$ cat src/rtl/alu_issue_stage.sv
// ALU issue stage: accepts one decoded instruction, reads rs1/rs2 from the
// register file over a req/ack handshake, then presents registered operands
// to the ALU until it reports done. No-op forms (no destination, or rd=x0
// with no memory destination) retire locally without touching the RF or ALU.
// A watchdog aborts the issue if the ALU never completes.
module alu_issue_stage #(
    parameter int TIMEOUT_CYCLES = 64,   // legal range 2..65535
    parameter int CNT_W          = 16
) (
    input  logic             clk,
    input  logic             reset,

    // decoded instruction
    input  logic             dec_valid,
    output logic             dec_ready,
    input  logic [3:0]       dec_op_code,
    input  logic [4:0]       dec_rs1,
    input  logic [4:0]       dec_rs2,
    input  logic [4:0]       dec_rd,
    input  logic [31:0]      dec_imm,
    input  logic             dec_use_imm,
    input  logic             dec_reg_dest,
    input  logic             dec_mem_dest,
    input  logic [31:0]      dec_mem_addr,

    // register file read port
    output logic             rf_rd_req,
    output logic [4:0]       rf_rd_addr_a,
    output logic [4:0]       rf_rd_addr_b,
    input  logic [31:0]      rf_rd_data_a,
    input  logic [31:0]      rf_rd_data_b,
    input  logic             rf_rd_ack,

    // ALU interface
    output logic [3:0]       op_code,
    output logic [31:0]      input_A,
    output logic [31:0]      input_B,
    output logic             reg_out,
    output logic [4:0]       reg_addr,
    output logic             mem_out,
    output logic [31:0]      mem_addr,
    output logic             inputs_valid,
    input  logic             alu_input_ack,
    input  logic             alu_done,

    // status
    output logic             issue_timeout,
    output logic [CNT_W-1:0] retired_count
);

    localparam logic [1:0] ST_IDLE      = 2'd0;
    localparam logic [1:0] ST_RF_READ   = 2'd1;
    localparam logic [1:0] ST_ISSUE     = 2'd2;
    localparam logic [1:0] ST_WAIT_DONE = 2'd3;

    // 16 bits covers the largest legal timeout; the count never passes
    // TIMEOUT_CYCLES-1 because reaching it ends the issue.
    localparam int              WD_W    = 16;
    localparam logic [WD_W-1:0] WD_LAST = WD_W'(TIMEOUT_CYCLES - 1);

    logic [1:0]       state_q,         state_d;

    // instruction fields captured at accept
    logic [3:0]       lat_op_q,        lat_op_d;
    logic [4:0]       lat_rd_q,        lat_rd_d;
    logic [31:0]      lat_imm_q,       lat_imm_d;
    logic             lat_use_imm_q,   lat_use_imm_d;
    logic             lat_reg_dest_q,  lat_reg_dest_d;
    logic             lat_mem_dest_q,  lat_mem_dest_d;
    logic [31:0]      lat_mem_addr_q,  lat_mem_addr_d;

    // registered outputs
    logic             rf_rd_req_q,     rf_rd_req_d;
    logic [4:0]       rf_addr_a_q,     rf_addr_a_d;
    logic [4:0]       rf_addr_b_q,     rf_addr_b_d;
    logic [3:0]       op_code_q,       op_code_d;
    logic [31:0]      input_a_q,       input_a_d;
    logic [31:0]      input_b_q,       input_b_d;
    logic             reg_out_q,       reg_out_d;
    logic [4:0]       reg_addr_q,      reg_addr_d;
    logic             mem_out_q,       mem_out_d;
    logic [31:0]      mem_addr_q,      mem_addr_d;
    logic             inputs_valid_q,  inputs_valid_d;
    logic             issue_timeout_q, issue_timeout_d;
    logic [CNT_W-1:0] retired_q,       retired_d;

    logic [WD_W-1:0]  wd_q,            wd_d;

    logic             dec_is_noop;

    // An instruction with nothing to write, or only a write to x0, has no
    // architectural effect and is retired without an RF read or ALU issue.
    assign dec_is_noop = !dec_mem_dest && (!dec_reg_dest || (dec_rd == 5'd0));

    // Next-state and output-register computation for the issue FSM.
    always_comb begin
        state_d         = state_q;
        lat_op_d        = lat_op_q;
        lat_rd_d        = lat_rd_q;
        lat_imm_d       = lat_imm_q;
        lat_use_imm_d   = lat_use_imm_q;
        lat_reg_dest_d  = lat_reg_dest_q;
        lat_mem_dest_d  = lat_mem_dest_q;
        lat_mem_addr_d  = lat_mem_addr_q;
        rf_rd_req_d     = rf_rd_req_q;
        rf_addr_a_d     = rf_addr_a_q;
        rf_addr_b_d     = rf_addr_b_q;
        op_code_d       = op_code_q;
        input_a_d       = input_a_q;
        input_b_d       = input_b_q;
        reg_out_d       = reg_out_q;
        reg_addr_d      = reg_addr_q;
        mem_out_d       = mem_out_q;
        mem_addr_d      = mem_addr_q;
        inputs_valid_d  = inputs_valid_q;
        issue_timeout_d = 1'b0;
        retired_d       = retired_q;
        wd_d            = wd_q;

        case (state_q)
            ST_IDLE: begin
                if (dec_valid) begin
                    lat_op_d       = dec_op_code;
                    lat_rd_d       = dec_rd;
                    lat_imm_d      = dec_imm;
                    lat_use_imm_d  = dec_use_imm;
                    lat_reg_dest_d = dec_reg_dest;
                    lat_mem_dest_d = dec_mem_dest;
                    lat_mem_addr_d = dec_mem_addr;
                    if (dec_is_noop) begin
                        retired_d = retired_q + CNT_W'(1);
                    end else begin
                        rf_rd_req_d = 1'b1;
                        rf_addr_a_d = dec_rs1;
                        rf_addr_b_d = dec_rs2;
                        state_d     = ST_RF_READ;
                    end
                end
            end

            ST_RF_READ: begin
                // No watchdog here: a stalled register file is waited on.
                if (rf_rd_ack) begin
                    input_a_d      = rf_rd_data_a;
                    // The RF read still happens for immediates; data B is dropped.
                    input_b_d      = lat_use_imm_q ? lat_imm_q : rf_rd_data_b;
                    op_code_d      = lat_op_q;
                    reg_out_d      = lat_reg_dest_q;
                    reg_addr_d     = lat_rd_q;
                    mem_out_d      = lat_mem_dest_q;
                    mem_addr_d     = lat_mem_addr_q;
                    rf_rd_req_d    = 1'b0;
                    inputs_valid_d = 1'b1;
                    wd_d           = '0;
                    state_d        = ST_ISSUE;
                end
            end

            ST_ISSUE, ST_WAIT_DONE: begin
                // inputs_valid stays up through WAIT_DONE: the ALU withdraws
                // its write-valid if it sees inputs_valid fall early.
                wd_d = wd_q + WD_W'(1);
                if (alu_done) begin
                    // Completion beats a watchdog expiry in the same cycle.
                    inputs_valid_d = 1'b0;
                    retired_d      = retired_q + CNT_W'(1);
                    state_d        = ST_IDLE;
                end else if (wd_q == WD_LAST) begin
                    inputs_valid_d  = 1'b0;
                    issue_timeout_d = 1'b1;
                    state_d         = ST_IDLE;
                end else if ((state_q == ST_ISSUE) && alu_input_ack) begin
                    state_d = ST_WAIT_DONE;
                end
            end

            default: begin
                state_d = ST_IDLE;
            end
        endcase
    end

    // State and output registers; reset returns every output to zero at once.
    always_ff @(posedge clk) begin
        if (reset) begin
            state_q         <= ST_IDLE;
            lat_op_q        <= '0;
            lat_rd_q        <= '0;
            lat_imm_q       <= '0;
            lat_use_imm_q   <= 1'b0;
            lat_reg_dest_q  <= 1'b0;
            lat_mem_dest_q  <= 1'b0;
            lat_mem_addr_q  <= '0;
            rf_rd_req_q     <= 1'b0;
            rf_addr_a_q     <= '0;
            rf_addr_b_q     <= '0;
            op_code_q       <= '0;
            input_a_q       <= '0;
            input_b_q       <= '0;
            reg_out_q       <= 1'b0;
            reg_addr_q      <= '0;
            mem_out_q       <= 1'b0;
            mem_addr_q      <= '0;
            inputs_valid_q  <= 1'b0;
            issue_timeout_q <= 1'b0;
            retired_q       <= '0;
            wd_q            <= '0;
        end else begin
            state_q         <= state_d;
            lat_op_q        <= lat_op_d;
            lat_rd_q        <= lat_rd_d;
            lat_imm_q       <= lat_imm_d;
            lat_use_imm_q   <= lat_use_imm_d;
            lat_reg_dest_q  <= lat_reg_dest_d;
            lat_mem_dest_q  <= lat_mem_dest_d;
            lat_mem_addr_q  <= lat_mem_addr_d;
            rf_rd_req_q     <= rf_rd_req_d;
            rf_addr_a_q     <= rf_addr_a_d;
            rf_addr_b_q     <= rf_addr_b_d;
            op_code_q       <= op_code_d;
            input_a_q       <= input_a_d;
            input_b_q       <= input_b_d;
            reg_out_q       <= reg_out_d;
            reg_addr_q      <= reg_addr_d;
            mem_out_q       <= mem_out_d;
            mem_addr_q      <= mem_addr_d;
            inputs_valid_q  <= inputs_valid_d;
            issue_timeout_q <= issue_timeout_d;
            retired_q       <= retired_d;
            wd_q            <= wd_d;
        end
    end

    assign dec_ready     = (state_q == ST_IDLE);
    assign rf_rd_req     = rf_rd_req_q;
    assign rf_rd_addr_a  = rf_addr_a_q;
    assign rf_rd_addr_b  = rf_addr_b_q;
    assign op_code       = op_code_q;
    assign input_A       = input_a_q;
    assign input_B       = input_b_q;
    assign reg_out       = reg_out_q;
    assign reg_addr      = reg_addr_q;
    assign mem_out       = mem_out_q;
    assign mem_addr      = mem_addr_q;
    assign inputs_valid  = inputs_valid_q;
    assign issue_timeout = issue_timeout_q;
    assign retired_count = retired_q;

endmodule

$ cat config.mk
export PLATFORM = sky130hd
export DESIGN_NAME = alu_issue_stage
export DESIGN_NICKNAME = d
export VERILOG_FILES = /design/src/rtl/alu_issue_stage.sv
export SDC_FILE = /design/constraint.sdc
export NUM_CORES = 1
export LEC_CHECK = 0
export BUFFER_PORTS_ARGS = -buffer_cell sky130_fd_sc_hd__buf_2
export CAP_MARGIN = 25
export CORE_MARGIN = 3
export CORE_UTILIZATION = 45
export DETAILED_ROUTE_END_ITERATION = 8
export PLACE_DENSITY_LB_ADDON = 0.3
export SLEW_MARGIN = 25
export SYNTH_ARGS = -nofsm -noshare
export SYNTH_HDL_FRONTEND = slang
export SYNTH_SLANG_ARGS = --single-unit
$ cat constraint.sdc
create_clock -name clk -period 3 [get_ports clk]
set_clock_uncertainty 0.15 [all_clocks]
set_input_delay 0 -clock clk [delete_from_list [all_inputs] [get_ports clk]]
set_output_delay 0 -clock clk [all_outputs]
set_load 0.02 [all_outputs]
### After elaboration in Yosys (flattened, before gate mapping)

Index checks and enable logic that the tools add are counted.

* word-level logic and storage cells: 80
* register bits after elaboration: 230
* output and inout port bits: 137
* input bits: 156

* $add $sub $neg: 2
* bitwise logic cells: 2
* equal/unequal tests: 11
* reduce and logical (&&, ||, !) cells: 20
* muxes and demuxes: 23

Operators with widths (count)
* $mux 16: 4
* $pmux 16 s2: 2
* $add 16x1->16 const B: 2
* $mux 32: 1
* $eq 16x6->1 const B: 1
* $mux 2: 6
* $reduce_and 4->1: 3
* $ne 2x2->1 const B: 4
* $mux 1: 7
* $pmux 2 s3: 1
* $reduce_and 2->1: 3
* $reduce_and 3->1: 2
* $reduce_bool 2->1: 3
* $logic_not 5->1: 1
* $eq 2x2->1 const B: 2
* $ne 4x4->1 const B: 1
* $pmux 1 s2: 2
* $ne 3x3->1 const B: 1
* $reduce_or 3->1: 1
* $eq 2x1->1 const B: 1
* $logic_and 1x1->1: 2
* $logic_not 1->1: 2
* $logic_not 2->1: 1
* $ne 2x1->1 const B: 1
* 3 further kinds: 4

### Depth between registers and ports, before layout

* word-level depth: 6
* depth in mapped cells: 7
* mapped depth without buffers: 5

### Least setup slack after synthesis

No wires, ideal clock.

* path type: reg2reg
* from: register state_q[1]
* to: register retired_q[1] (netlist: retired_count[1])
* cell stages (with the launch flop): 8
* data required time: 2.780 ns
* clock period less this slack: 2.160 ns
* buffers on the path: 3
* arrival: 1.940 ns
* setup slack: 0.840 ns
* setup time: 0.070 ns
* path through: dfxtp_1 > buf_6 > nor2_1 > o221a_2 > clkbuf_1 > clkbuf_1 > o21ai_0 > a21oi_1

* elaborated cells between the ends (all ways): 10
* those cells by class: eq/ne (5); mux (1); reduce/logical (4)

RTL lines
* start, declared: line 61 `logic [1:0] state_q, state_d;`
* start signal, assigned: line 209 `state_q <= state_d;`
* $logic_not 2->1 *
* via dec_ready: line 15 `output logic dec_ready,`
* $ne 2x1->1 (no source line), or another cell as far along
* $reduce_and 4->1 (no source line)
* end signal, assigned: line 229 `retired_q <= retired_d;`
* end, declared: line 85 `logic [CNT_W-1:0] retired_q, retired_d;`

Mark *: on every way through the listed nets, which the timed path passes. The rest lies on a longest branch.
A chain may end at the register's enable or synchronous reset.

### Final worst setup path

* from: register state_q[0]
* to: register lat_mem_addr_q[19]

* word-level cells in the longest chain between the ends: 2

Ends and longest elaborated chain
* $logic_not 2->1: line 120 `case (state_q)`
* $reduce_and 2->1 (no source line)
* end signal, assigned: line 216 `lat_mem_addr_q <= lat_mem_addr_d;`
* end, declared: line 70 `logic [31:0] lat_mem_addr_q, lat_mem_addr_d;`

No other way between the ends.

==> flow_metrics.env <==
export IMPL_fin_cells=1769
export IMPL_place_inst=1546
export IMPL_async_flop_share_pct=0
export IMPL_syn_num_nets=1218
export IMPL_crit_family="buffers and inverters"
export IMPL_finalCritPeriodShare_pct=83.06
export IMPL_fp_coreArea_um2=18960
export IMPL_hold_viol_final=0
export IMPL_fillerInstances=1405
export IMPL_cts_root_buf="clkbuf_16"
export IMPL_drc=0
export IMPL_final_max_slew_viol_count=0
export IMPL_viasPerCell=5.136
export IMPL_die_area_um2=21240
export IMPL_crit_chain="or3b_4 -> buf_4 -> nand2_1 -> a21oi_1 -> dlygate4sd3_1"
export IMPL_arrival_ns=2.79
export IMPL_fin_tns_setup_ns=0
export IMPL_timing_slew_headroom_pct=42.02
export IMPL_io_pins=293
export IMPL_cts_path_max_buffers=3
export IMPL_ys_warn_count=0
export IMPL_p_int_w=0.005322
export IMPL_max_cap_viol_count=0
export IMPL_setup_viol=0
export IMPL_post_cts_resized=0
export IMPL_status="completed"
export IMPL_route_antenna_remaining_nets=0
export IMPL_path_class="reg -> reg"
export IMPL_grt_pass1_vias=8976
export IMPL_cp_num_buf_inv=2
export IMPL_grt_pass1_wl_mm=44.54
export IMPL_place_ws_ns=0.8407
export IMPL_synth_edf_count=0
export IMPL_powerDensity_nw_per_um2=545.2
export IMPL_numCtsBuffers=24
export IMPL_start_util_pct=46.36
export IMPL_whs_ns=0.1365
export IMPL_cts_max_level=1
export IMPL_cpPeakStageDelay_ns=0.67
export IMPL_max_freq_ghz=0.4013
export IMPL_reg2regPathDepth=5
export IMPL_hold_path_class="in -> reg"
export IMPL_synth_compound_area_share_pct=15.52
export IMPL_io_buffers=292
export IMPL_layout_min_cycle_time_ns=2.492
export IMPL_comb_power_share_pct=14.0
export IMPL_drive_gt1_share_pct=23.74
export IMPL_vias=9086
export IMPL_multiInputGateArea_um2=3875
export IMPL_syn_inst=1060
export IMPL_post_drt_wl_per_cell_um=15.56
export IMPL_rsz0062_at_grt="false"
export IMPL_grt_max_degree=104
export IMPL_setup_ws_ns=0.5082
export IMPL_power_leakage_nw=5.430
export IMPL_syn_avg_cell_area_um2=8.291
export IMPL_clkLatencyLatePin_ns=0.51
export IMPL_syn_area_um2=8788
export IMPL_gp_congestion=0.7910
export IMPL_seq_area_frac_synth_pct=52.39
export IMPL_worstMarginPinSlew_ns=0.8697
export IMPL_start_kind="flop"
export IMPL_critPathMaxFanout=76
export IMPL_p_sw_w=0.001773
export IMPL_power_total_w=0.007094
export IMPL_crit_required_ns=3.30
export IMPL_synth_top_family_by_area="simple AND/OR/NAND/NOR gates"
export IMPL_grt_overflow_total=0
export IMPL_p_seq_share_pct=46.2
export IMPL_tritoncts="yes"
export IMPL_yosys_register_bits=230
export IMPL_final_cell_mix="320 x nand2_1, 291 x buf_2, 229 x dfxtp_1, 182 x dlygate4sd3_1, 172 x a21oi_1"
export IMPL_wl_mm=27.52
export IMPL_synth_cell_type_count=45
export IMPL_detailed_place_hpwl_mm=15.87
export IMPL_clock_sinks=230
export IMPL_fp_row_count=50
export IMPL_slowest_stage="buf_4"
export IMPL_pwr_share_clk_pct=39.7
export IMPL_path_clk_slew_ns=0.06
export IMPL_synthAdderAreaFrac_pct=0.2847
export IMPL_drtIter0Drc=416
export IMPL_switching_share_pct=24.99
export IMPL_synth_simple_gate_area_share_pct=21.78
export IMPL_worstSetupPathDepth=5
export IMPL_final_common_cell="nand2_1"
export IMPL_holdPathStages=4
export IMPL_antenna_found_initial=1
export IMPL_dieWidth_um=145.8
export IMPL_grt_usage_pct=24.84
export IMPL_dr_pass1_iters=5
export IMPL_synth_xor_area_share_pct=0.3986
export IMPL_ys_flop_type="dfxtp_1"
export IMPL_synthMuxAreaShare_pct=5.923
export IMPL_critPathCaptureType="flop"
export IMPL_area_growth_pct=48.06
export IMPL_ir_drop_mv=0.3834
export IMPL_nNetsFinal=1652
export IMPL_seq_area_um2=4606
export IMPL_die_h_um=145.8
## tightest hold or removal path, delay by kind of cell
| kind | cells | cell delay (ns) |
|---|---|---|
| buf+inv | 2 | 0.63 |
| compound gates | 1 | 0.06 |
| simple gates | 1 | 0.04 |
## metrics by stage
stage          area, µm²  util [%]
5_1_grt            13010     68.65
3_5_place_dp       10440     55.10
6_report           13010     68.65
3_3_place_gp       10440     55.10
2_1_floorplan       8788         -
4_1_cts            13010     68.63
## power groups by stage
| stage | sequential (W) | clock (W) | combinational, W |
|---|---|---|---|
| finish | 0.00328 | 0.00282 | 0.000995 |
| global placement | 0.00334 | 0 | 0.000765 |
| CTS | 0.00328 | 0.00289 | 0.000972 |
| global route | 0.00330 | 0.00301 | 0.00108 |
| floorplan | 0.00342 | 0 | 0.000399 |
| detailed placement | 0.00334 | 0 | 0.000776 |
## path summary, 6_finish.rpt
check / from / to / slack [ns]
setup / recovery: state_q[0] / lat_mem_addr_q[19] / 0.51
hold / removal: rf_rd_data_a[10] / input_A[10] / 0.14
setup reg to reg: state_q[0] / lat_mem_addr_q[19] / 0.51
hold reg to reg: lat_op_q[2] / op_code[2] / 0.29
## Yosys cell counts, types with 5 or more instances
library cell,count,area (µm²)
nand4_1,5,31.28
nand3_1,9,45.04
nor2b_1,5,31.28
o31ai_1,9,67.56
or4_1,10,75.07
mux2_2,8,90.09
nand2_1,320,1201
nand2b_1,21,131.4
or3_1,6,37.54
clkbuf_1,73,274.0
dfxtp_1,230,4604
a211oi_1,33,247.7
o21ai_0,9,45.04
mux2i_1,43,430.4
nor4_1,8,50.05
nor2_1,49,183.9
a21oi_1,172,860.8
## repair_timing
action / 4_1_cts / 5_1_grt
hold buffers: 182 / 0
setup buffers: 0 / 0
hold endpoints to repair: 211 / 0
## flip-flops by register name, indices dropped and copies added, names as in the netlist
register / count
lat_mem_dest_q: 1
input_B: 32
lat_rd_q: 5
issue_timeout: 1
lat_reg_dest_q: 1
retired_count: 16
rf_rd_req: 1
mem_addr: 32
lat_op_q: 4
state_q: 2
wd_q: 16
mem_out: 1
reg_addr: 5
lat_use_imm_q: 1
reg_out: 1
input_A: 32
rf_rd_addr_a: 5
inputs_valid: 1
lat_mem_addr_q: 32
rf_rd_addr_b: 5
lat_imm_q: 32
op_code: 4
## per-layer routing
metal  GRT usage (%)  vias to the layer above  routed length [µm]
met1           27.90                     4171               10500
li1                -                     4449                   -
met5               0                        -                   0
met3           5.294                      113                1741
met2           44.29                      353               13910
met4           12.77                        0                1368
## cell type report
| class | count | area share (%) |
|---|---|---|
| antenna | 1 | 0.01923 |
| clock buffer | 34 | 5.298 |
| sequential | 230 | 35.39 |
| clock inverter | 6 | 0.4231 |
| timing repair buffer | 488 | 26.47 |
| multi-input combinational | 746 | 29.78 |
| inverter | 4 | 0.1154 |
| tap | 260 | 2.500 |
## logic make-up (layout without fill, tap and decap cells)
family	Yosys count	in the layout
xor+xnor	4	4
compound gates	240	240
buf+inv	84	532
other cells	0	1
fa+ha+maj	2	2
flops	230	230
mux	51	51
simple gates	449	449
No activity file was read; power rests on OpenSTA's default activity.
